===== src/rtl/branch_cond_unit.sv =====
// branch_cond_unit: two-stage elastic branch-condition evaluator.
// Stage 1 captures per-chunk zero flags of the reduced operand, the sign of a
// and the mode. Stage 2 folds the chunk flags into the zero flag, evaluates the
// branch condition and holds the result until the consumer takes it.
// A saturating counter tracks consumed results that were taken.

module branch_cond_unit #(
    parameter int WIDTH = 32,
    parameter int CHUNK = 8,
    parameter int CNT_W = 16
) (
    input  logic             clk,
    input  logic             rst_n,
    input  logic             in_valid,
    output logic             in_ready,
    input  logic [WIDTH-1:0] a,
    input  logic [WIDTH-1:0] b,
    input  logic [2:0]       mode,
    output logic             out_valid,
    input  logic             out_ready,
    output logic             zero,
    output logic             taken,
    output logic             err,
    input  logic             cnt_clr,
    output logic [CNT_W-1:0] cnt_taken
);

    localparam int NCH = WIDTH / CHUNK;

    localparam logic [2:0] M_ZERO = 3'd0;
    localparam logic [2:0] M_EQ   = 3'd1;
    localparam logic [2:0] M_NE   = 3'd2;
    localparam logic [2:0] M_LEZ  = 3'd3;
    localparam logic [2:0] M_GTZ  = 3'd4;
    localparam logic [2:0] M_LTZ  = 3'd5;
    localparam logic [2:0] M_GEZ  = 3'd6;

    logic [WIDTH-1:0] r;
    logic [NCH-1:0]   cz_next;

    logic             v1;
    logic [NCH-1:0]   cz;
    logic             s1_sign;
    logic [2:0]       s1_mode;

    logic             s1_adv;
    logic             in_fire;
    logic             out_fire;
    logic             z_red;
    logic             taken_next;
    logic             err_next;

    // Reduce operands and compute first-level chunk zero flags for stage 1.
    always_comb begin
        r       = (mode == M_EQ || mode == M_NE) ? (a ^ b) : a;
        cz_next = '0;
        for (int i = 0; i < NCH; i++) begin
            cz_next[i] = (r[i*CHUNK +: CHUNK] == '0);
        end
    end

    // Stage 1 may take a new beat when empty or when it is moving into stage 2;
    // this depends only on pipeline state and out_ready, never on in_valid.
    assign s1_adv   = v1 && (!out_valid || out_ready);
    assign in_ready = !v1 || !out_valid || out_ready;
    assign in_fire  = in_valid && in_ready;
    assign out_fire = out_valid && out_ready;
    assign z_red    = &cz;

    // Evaluate the branch condition from the stage-1 contents.
    always_comb begin
        taken_next = 1'b0;
        err_next   = 1'b0;
        case (s1_mode)
            M_ZERO:  taken_next = z_red;
            M_EQ:    taken_next = z_red;
            M_NE:    taken_next = !z_red;
            M_LEZ:   taken_next = s1_sign | z_red;
            M_GTZ:   taken_next = !s1_sign & !z_red;
            M_LTZ:   taken_next = s1_sign;
            M_GEZ:   taken_next = !s1_sign;
            default: begin
                taken_next = 1'b0;
                err_next   = 1'b1;
            end
        endcase
    end

    // Stage 1 register: load on accept, empty when advancing with no new beat.
    always_ff @(posedge clk or negedge rst_n) begin
        if (!rst_n) begin
            v1      <= 1'b0;
            cz      <= '0;
            s1_sign <= 1'b0;
            s1_mode <= 3'd0;
        end else if (in_fire) begin
            v1      <= 1'b1;
            cz      <= cz_next;
            s1_sign <= a[WIDTH-1];
            s1_mode <= mode;
        end else if (s1_adv) begin
            v1      <= 1'b0;
        end
    end

    // Stage 2 output register: results stay frozen while the consumer stalls.
    always_ff @(posedge clk or negedge rst_n) begin
        if (!rst_n) begin
            out_valid <= 1'b0;
            zero      <= 1'b0;
            taken     <= 1'b0;
            err       <= 1'b0;
        end else if (s1_adv) begin
            out_valid <= 1'b1;
            zero      <= z_red;
            taken     <= taken_next;
            err       <= err_next;
        end else if (out_fire) begin
            out_valid <= 1'b0;
        end
    end

    // Saturating taken counter; a clear wins over a same-cycle increment.
    always_ff @(posedge clk or negedge rst_n) begin
        if (!rst_n) begin
            cnt_taken <= '0;
        end else if (cnt_clr) begin
            cnt_taken <= '0;
        end else if (out_fire && taken && (cnt_taken != {CNT_W{1'b1}})) begin
            cnt_taken <= cnt_taken + 1'b1;
        end
    end

endmodule

===== config.mk =====
export PLATFORM = sky130hd
export DESIGN_NAME = branch_cond_unit
export DESIGN_NICKNAME = d
export VERILOG_FILES = /design/src/rtl/branch_cond_unit.sv
export SDC_FILE = /design/constraint.sdc
export NUM_CORES = 1
export LEC_CHECK = 0
export BUFFER_PORTS_ARGS = -buffer_cell sky130_fd_sc_hd__buf_2
export CAP_MARGIN = 20
export CORE_ASPECT_RATIO = 0.6
export CORE_UTILIZATION = 47
export CTS_BUF_LIST = sky130_fd_sc_hd__clkbuf_8 sky130_fd_sc_hd__clkbuf_16
export DETAILED_ROUTE_END_ITERATION = 12
export HOLD_SLACK_MARGIN = 0.1
export MAX_ROUTING_LAYER = met4
export PLACE_DENSITY = 0.8
export SKIP_LAST_GASP = 1
export SLEW_MARGIN = 20
export SYNTH_ARGS = -nofsm -noshare
export SYNTH_HDL_FRONTEND = slang
export SYNTH_SLANG_ARGS = --single-unit

===== constraint.sdc =====
create_clock -name clk -period 2.6 [get_ports clk]
set_input_delay 0.52 -clock clk [delete_from_list [all_inputs] [get_ports clk]]
set_output_delay 0.52 -clock clk [all_outputs]
set_load 0.03 [all_outputs]

==> results of run 1 <==
-- worst max-delay path by stage --
stage	start	slack (ps)	cells past startpoint	end
after floorplan	cnt_taken[2]	530	5	cnt_taken[13]
after global placement	out_ready	430	5	cnt_taken[13]
after detailed placement	out_ready	400	5	cnt_taken[13]
after CTS	cnt_taken[2]	520	4	cnt_taken[13]
after global routing	cnt_taken[2]	430	4	cnt_taken[13]
final	cnt_taken[2]	520	4	cnt_taken[13]
-- where the power goes --
part / internal (µW) / total, µW / switching [µW]
Sequential: 472 / 495 / 23.3
Combinational: 109 / 242 / 133
Clock: 308 / 484 / 176
Total: 889 / 1220 / 333
-- synthesized netlist by cell type (all sizes together), types with 2 or more instances --
master and number:
o21ai 8, or3 7, a21oi 12, a22o 10
a2111o 3, nor4b 2, o22ai 8, o2111ai 4
a22oi 2, nand2b 15, nor2b 14, nand3b 4
o211ai 4, nor2 7, nand2 10, nand3 7
buf 5, inv 26, o31ai 6, nand4 4
mux2 7, dfrtp 29, nor4 15, or4 7
clkbuf 2, o41ai 5, or2 2
-- logic make-up (layout without fill, tap and decap cells) --
logic type / count (synthesis) / after routing / synth area share (%)
multiplexers: 7 / 7 / 3.83
AO/OA/AOI/OAI: 68 / 68 / 23.8
AND/OR/NAND/NOR: 97 / 97 / 28.7
flip-flops: 29 / 29 / 35.3
buffers and inverters: 34 / 129 / 7.30
adder cells (fa/ha/maj): 1 / 1 / 0.608
XOR/XNOR: 1 / 1 / 0.426
-- sequential cells by signal, indices dropped and copies added, names as in the netlist --
name,flops
cnt_taken,16
cz,4
err,1
out_valid,1
s1_mode,3
s1_sign,1
taken,1
v1,1
zero,1
-- layer usage --
metal  up-vias  GRT usage, %  part of all wire (%)
li1       1093             -                     -
met1      1001          34.7                    49
met2        79          37.2                    44
met3         2          6.71                   7.2
met4         0          6.83                  0.48
met5         -             -                     0
-- area by class of cell --
cell class	count	area [µm²]	area share (%)
flip-flops and latches	29	726	27.0
repair buffers	95	483	18.0
clock buffers	6	82.6	3.08
inverters	26	97.6	3.63
multi-input cells	174	1190	44.2
clock inverters	2	33.8	1.26
well taps	60	75.1	2.80
-- per-stage QoR --
stage               power [µW]  hold slack (ps)
detailed placement         744              475
global route              1280              317
CTS                       1230              288
finish                    1220              256
global placement           736              457
floorplan                  629              224
==> impl_metrics.csv, run 1 <==
group,metric,value,unit
status,outcome,"complete, no violations",
synthesis,syn_avg_cell_area,8.68,µm²
drt,viasPerCell,5.55,
cells_and_area,final_util,64.8,%
placed_design,placed_area,2570,µm²
timing,setup_viol,0,
synthesis,synth_nets,310,
floorplan,start_util,49.6,%
min_path,holdCritPathClass,"in -> async",
cells_and_area,drive_gt1_share,34.6,%
timing,drv_slew,0,
setup_path,reg2regPathDepth,4,
cells_and_area,fillCellCount,368,
grt,grt_max_degree,30,
cells_and_area,areaGrowthSynthToFinish,30.5,%
synthesis,synth_top_cell_area_share,35.3,%
grt,grt.overflow.total,0,
clock_tree,numClockSinks,29,
synthesis,yosysUniqueCellTypes,44,
power,power_density,455,nW/µm²
timing,finalSetupTns,0,ps
grt,grt_usage,25.4,%
setup_path,cp_max_fo,8,
timing,fin_crit,2080,ps
setup_path,crit_chain,"nand3_2, or4_1, nor4b_2, mux2_1",
setup_path,start_kind,"register",
setup_path,slowest_delay,700,ps
drt,detail_route.wl_per_cell,14.3,µm
synthesis,synth_edf_count,0,
timing,fin_crit_sh,79.8,%
timing,worst_pin_slew,643,ps
floorplan,die_y,53.2,µm
synthesis,synth.cell_area,2060,µm²
job,max_cap_violations,0,
placed_design,port_buffers,92,
setup_path,cp.arrival,2240,ps
grt,antenna_found_initial,0,
synthesis,async_reset_ff_share,100,%
setup_path,crit_type,"reg -> reg",
synthesis,syn_inst,237,
power,irDropWorstVdd,0.299,mV
cells_and_area,nets,404,
power,p_leak,0.00127,µW
clock_tree,cts-root-buf,"clkbuf_8",
timing,max_slew_margin,57.1,%
floorplan,std_cell_rows,18,
synthesis,synth.area.top_cells,"dfrtp_1 (35%), inv_1 (4.7%), nand2b_1 (4.6%)",
setup_path,path_buf_inv,0,
clock_tree,htreeDepth,2,
drt,drt_first_pass_iters,4,
placed_design,numPlacedInstances,384,
clock_tree,cts-resized-gates,0,
clock_tree,numCtsBuffers,5,
placed_design,place_hpwl,4440,µm
clock_tree,cts_setup_buffers,0,
drt,vias,2175,
synthesis,synth_seq_cells,29,
setup_path,reg2reg_slack,520,ps
timing,fmax,0.482,GHz
synthesis,ys_seq_area_share,35.3,%
grt,grt_pass1_vias,1868,
clock_tree,ctsLongestPathBuffers,2,
synthesis,yosys_most_used_dff,"dfrtp_1",
floorplan,io_pins,93,
timing,rsz0062_at_grt,"no",
timing,finalHoldViolCount,0,
setup_path,required,2770,ps
setup_path,r2r_end,"cnt_taken[13]",
drt,drc,0,
grt,grt_pass1_wl,8580,µm
synthesis,synth_top_cell_by_area,"dfrtp_1",
floorplan,die_w,87.4,µm
timing,skew,9.44,ps
clock_tree,clk_pin_slew,70,ps
setup_path,crit-reg2reg-launch,"cnt_taken[2]",
cells_and_area,diodes,0,
setup_path,crit_family,"simple AND/OR/NAND/NOR gates",
drt,drt_iter0_markers,93,
placed_design,globalplace.congestion,0.825,
setup_path,slowest_stage,"or4_1",
drt,postRouteAntennaNets,0,
cells_and_area,fin_area,2690,µm²
clock_tree,insertion_delay,280,ps
clock_tree,cts_tree,"built",
cells_and_area,final_common_cell,"buf_2",
timing,setup_slack,525,ps
drt,wirelength,5620,µm
placed_design,pre_cts_ws,396,ps
clock_tree,cts-hold-fix-buffers,0,
cells_and_area,final_cell_mix,"buf_2 (92), dfrtp_1 (29), inv_1 (27)",
setup_path,crit_path_end_kind,"register",
floorplan,die-area,4650,µm²
floorplan,core,4140,µm²
synthesis,yosysWarningCount,0,
cells_and_area,fin_cells,392,
Power figures use the tool's default switching activity.
==> inputs of run 2 (changes only) <==
==> constraint.sdc (replaced) <==
create_clock -name clk -period 2.09 [get_ports clk]
set_input_delay 0.418 -clock clk [delete_from_list [all_inputs] [get_ports clk]]
set_output_delay 0.418 -clock clk [all_outputs]
set_load 0.03 [all_outputs]
==> impl_metrics.csv, run 2 (same netlist as run 1, synthesis figures left out) <==
group,metric,value,unit
floorplan,die-area,4650,µm²
drt,drt_iter0_markers,131,
timing,finalSetupTns,0,ps
clock_tree,numClockSinks,29,
clock_tree,ctsLongestPathBuffers,2,
power,seqPwrFrac,43.3,%
drt,wirelength,5670,µm
clock_tree,numCtsBuffers,5,
clock_tree,cts-resized-gates,0,
cells_and_area,top_regs,"cnt_taken x16, cz x4, s1_mode x3",
placed_design,globalplace.congestion,0.825,
timing,fin_crit_sh,94.2,%
grt,grt_max_degree,30,
drt,detail_route.wl_per_cell,14.4,µm
setup_path,crit_path_end_kind,"register",
power,power_frac_comb,21.1,%
setup_path,start_kind,"register",
drt,drt_first_pass_iters,4,
power,p_sw,402,µW
setup_path,cp.arrival,2130,ps
timing,worst_pin_slew,645,ps
timing,finalHoldViolCount,0,
timing,setup_viol,0,
clock_tree,insertion_delay,280,ps
clock_tree,cts_setup_buffers,0,
setup_path,crit_type,"reg -> reg",
power,p_leak,0.00128,µW
floorplan,die_w,87.4,µm
floorplan,die_y,53.2,µm
setup_path,reg2reg_slack,120,ps
clock_tree,cts-root-buf,"clkbuf_8",
placed_design,place_hpwl,4500,µm
cells_and_area,final_common_cell,"buf_2",
floorplan,std_cell_rows,18,
setup_path,cp_max_fo,8,
cells_and_area,diodes,0,
floorplan,start_util,49.6,%
cells_and_area,final_cell_mix,"buf_2 (92), dfrtp_1 (29), inv_1 (26)",
timing,max_slew_margin,57.0,%
setup_path,r2r_end,"cnt_taken[15]",
timing,hold_slack,158,ps
grt,grt.overflow.total,0,
job,max_cap_violations,0,
timing,fin_crit,1970,ps
timing,drv_slew,0,
cells_and_area,final_util,65.2,%
power,swShare,28.3,%
drt,postRouteAntennaNets,0,
clock_tree,cts-hold-fix-buffers,0,
cells_and_area,nets,407,
clock_tree,htreeDepth,2,
setup_path,reg2regPathDepth,5,
grt,antenna_found_initial,0,
setup_path,required,2250,ps
cells_and_area,drive_gt1_share,36.1,%
drt,viasPerCell,5.76,
cells_and_area,areaGrowthSynthToFinish,31.3,%
placed_design,port_buffers,92,
power,finalPower,1420,µW
power,power_density,526,nW/µm²
timing,rsz0062_at_grt,"no",
grt,grt_pass1_wl,9350,µm
timing,fmax,0.508,GHz
cells_and_area,largest_reg_flops,16,
drt,vias,2275,
floorplan,io_pins,93,
cells_and_area,fillCellCount,394,
power,irDropWorstVdd,0.209,mV
cells_and_area,largest-register,"cnt_taken",
power,p_clk_share,35.5,%
clock_tree,cts_tree,"built",
timing,skew,5.20,ps
status,outcome,"complete, no violations",
clock_tree,clk_pin_slew,60,ps
floorplan,core,4140,µm²
min_path,holdCritPathClass,"in -> async",
setup_path,crit-reg2reg-launch,"cnt_taken[7]",
drt,drc,0,
grt,grt_pass1_vias,2053,
power,intPower,1020,µW
grt,grt_usage,27.4,%
==> run 2: power by group through the flow <==
stage / sequential [µW] / combinational [µW] / clock [µW]
2_1_floorplan: 645 / 137 / 0
3_3_place_gp: 623 / 294 / 0
3_5_place_dp: 626 / 299 / 0
4_1_cts: 616 / 299 / 518
5_1_grt: 620 / 334 / 547
6_report: 616 / 300 / 505
==> run 2: how the worst max path moves through the flow <==
stage	start	to	slack, ps	cells after the start
CTS	cnt_taken[2]	cnt_taken[15]	20	4
global route	cnt_taken[7]	cnt_taken[13]	2	5
global placement	out_ready	cnt_taken[13]	70	5
finish	cnt_taken[7]	cnt_taken[15]	120	5
floorplan	cnt_taken[2]	cnt_taken[13]	20	5
detailed placement	out_ready	cnt_taken[15]	6	5
==> run 2: worst max-delay path, cell delays in order, from the launching register on <==
cell and delay [ps]:
dfrtp_1 430, nand4_1 300, nor4_2 510, buf_4 250, nor4_1 70, mux2_2 290
==> run 2: cell type report <==
cell class | instances | area, µm² | area share (%)
Inverter | 26 | 97.6 | 3.61
Clock inverter | 1 | 5.00 | 0.185
Timing Repair Buffer | 98 | 505 | 18.7
Tap cell | 60 | 75.1 | 2.78
Multi-Input combinational cell | 174 | 1200 | 44.3
Clock buffer | 7 | 96.3 | 3.57
Sequential cell | 29 | 726 | 26.9
==> run 2: stage by stage <==
| step | std cells | instance area, µm² | setup WS [ps] |
|---|---|---|---|
| after floorplan | 237 | 2060 | 18.9 |
| after global placement | 387 | 2590 | 65.9 |
| after global routing | 395 | 2700 | 2.01 |
| after CTS | 395 | 2690 | 23.0 |
| final | 395 | 2700 | 122 |
| after detailed placement | 387 | 2590 | 6.04 |
==> run 2: layer usage <==
layer | vias to the layer above | track usage (%) | routed length, µm
met1 | 1076 | 37.5 | 2770
met2 | 93 | 39.8 | 2430
met4 | 0 | 8.74 | 72
met3 | 7 | 6.71 | 399
met5 | - | - | 0
li1 | 1099 | - | -
==> inputs of run 3 (changes only) <==
--- a/config.mk
+++ b/config.mk
@@ -8,12 +8,12 @@
 export BUFFER_PORTS_ARGS = -buffer_cell sky130_fd_sc_hd__buf_2
 export CAP_MARGIN = 20
 export CORE_ASPECT_RATIO = 0.6
-export CORE_UTILIZATION = 47
+export CORE_UTILIZATION = 51
 export CTS_BUF_LIST = sky130_fd_sc_hd__clkbuf_8 sky130_fd_sc_hd__clkbuf_16
 export DETAILED_ROUTE_END_ITERATION = 12
 export HOLD_SLACK_MARGIN = 0.1
 export MAX_ROUTING_LAYER = met4
-export PLACE_DENSITY = 0.8
+export PLACE_DENSITY = 0.86
 export SKIP_LAST_GASP = 1
 export SLEW_MARGIN = 20
 export SYNTH_ARGS = -nofsm -noshare
==> constraint.sdc (replaced) <==
create_clock -name clk -period 2.3 [get_ports clk]
set_input_delay 0.46 -clock clk [delete_from_list [all_inputs] [get_ports clk]]
set_output_delay 0.46 -clock clk [all_outputs]
set_load 0.03 [all_outputs]
==> impl_metrics.csv, run 3 (same netlist as run 1, synthesis figures left out) <==
group,metric,value,unit
timing,setup_viol,0,
power,p_leak,0.00125,µW
clock_tree,cts-root-buf,"clkbuf_8",
setup_path,start_kind,"register",
timing,max_slew_margin,56.0,%
setup_path,cp_max_fo,8,
cells_and_area,drive_gt1_share,35.1,%
timing,rsz0062_at_grt,"no",
timing,finalSetupTns,0,ps
timing,fmax,0.493,GHz
grt,grt_pass1_wl,8270,µm
setup_path,required,2460,ps
cells_and_area,areaGrowthSynthToFinish,28.6,%
drt,wl_met2,2110,µm
setup_path,path_buf_inv,0,
status,violations,"design-rule violations",
cells_and_area,diodes,0,
clock_tree,cts_setup_buffers,0,
cells_and_area,top_regs,"cnt_taken x16, cz x4, s1_mode x3",
cells_and_area,fin_cells,380,
cells_and_area,multi_input_area,1190,µm²
placed_design,port_buffers,92,
drt,wl_met1,2630,µm
cells_and_area,largest_reg_flops,16,
cells_and_area,regArea,726,µm²
floorplan,die_y,51.2,µm
grt,antenna_found_initial,0,
clock_tree,ctsLongestPathBuffers,2,
drt,wirelength,5140,µm
setup_path,crit_chain,"nand3_2, or4_1, nor4b_2, mux2_1",
drt,viasPerCell,5.78,
grt,grt_max_degree,30,
status,outcome,"finished with violations",
clock_tree,insertion_delay,280,ps
cells_and_area,largest-register,"cnt_taken",
setup_path,cp.arrival,2190,ps
timing,fin_crit,2030,ps
drt,top_layer,"met4",
timing,skew,9.28,ps
floorplan,start_util,54.6,%
setup_path,crit_type,"reg -> reg",
clock_tree,cts_tree,"built",
job,max_cap_violations,0,
drt,vias,2196,
timing,worst_pin_slew,661,ps
cells_and_area,final_common_cell,"buf_2",
floorplan,core,3760,µm²
floorplan,die_w,84.0,µm
timing,finalHoldViolCount,0,
floorplan,std_cell_rows,17,
drt,drt_iter0_markers,156,
floorplan,io_pins,93,
drt,postRouteAntennaNets,0,
drt,wl_met3,369,µm
placed_design,numPlacedInstances,372,
timing,drv_slew,0,
drt,detail_route.wl_per_cell,13.5,µm
clock_tree,numClockSinks,29,
cells_and_area,final_cell_mix,"buf_2 (92), dfrtp_1 (29), inv_1 (26)",
floorplan,die-area,4300,µm²
setup_path,crit_path_end_kind,"register",
placed_design,place_hpwl,3990,µm
setup_path,crit_family,"simple AND/OR/NAND/NOR gates",
setup_path,slowest_stage,"or4_1",
setup_path,slowest_delay,700,ps
cells_and_area,fillCellCount,306,
clock_tree,clk_pin_slew,70,ps
grt,grt_pass1_vias,1873,
min_path,holdCritPathClass,"in -> async",
clock_tree,htreeDepth,2,
clock_tree,numCtsBuffers,5,
grt,grt_usage,25.0,%
timing,fin_crit_sh,88.2,%
drt,drt_first_pass_iters,9,
grt,grt.overflow.total,0,
drt,drc,8,
power,power_density,467,nW/µm²
clock_tree,cts-hold-fix-buffers,0,
clock_tree,cts-resized-gates,0,
power,irDropWorstVdd,0.234,mV
cells_and_area,nets,405,
placed_design,globalplace.congestion,0.858,
run 3: changes by cell type in the layout (fill, tap and decap cells not counted):
cell	change
or4_4	-1
clkbuf_8	-2
or3_1	+1
buf_4	-2
clkinv_2	+1
or3_4	-1
or4_1	+1
clkinvlp_4	+1
run 3: layout make-up:
class	instances	share of cell area, %
Inverter	26	3.69
Clock buffer	5	2.60
Sequential cell	29	27.4
Clock inverter	3	0.662
Timing Repair Buffer	96	18.5
Tap cell	47	2.22
Multi-Input combinational cell	174	44.9
run 3: path summary, 6_finish.rpt:
path,cells after the start,slack (ps),from,end
min in group clk,2,380,in_valid,v1
setup / recovery,4,270,cnt_taken[2],cnt_taken[13]
setup reg to reg,4,270,cnt_taken[2],cnt_taken[13]
hold reg to reg,2,500,err,err
max in group asynchronous,1,1660,rst_n,cnt_taken[5]
hold / removal,1,210,rst_n,s1_mode[0]
run 3: metal layers:
layer / up-vias / track usage (%)
met5: - / -
met4: 0 / 6.32
met3: 4 / 6.14
met2: 82 / 35.2
met1: 1015 / 35.8
li1: 1095 / -
run 3: where the power goes:
group          internal, µW  total (µW)  switching, µW
combinational           125         273            148
clock                   208         405            196
sequential              534         559           25.0
run 3: through the flow:
step                      worst slack [ps]  total power [µW]  cell area [µm²]  hold slack (ps)  utilization, %
after global placement                 304               833             2560              466            68.0
final                                  270              1240             2650              206            70.3
after CTS                              262              1250             2650              222            70.3
after detailed placement               276               838             2560              483            68.0
after floorplan                        229               711             2060              164               -
after global routing                   123              1310             2650              251            70.3
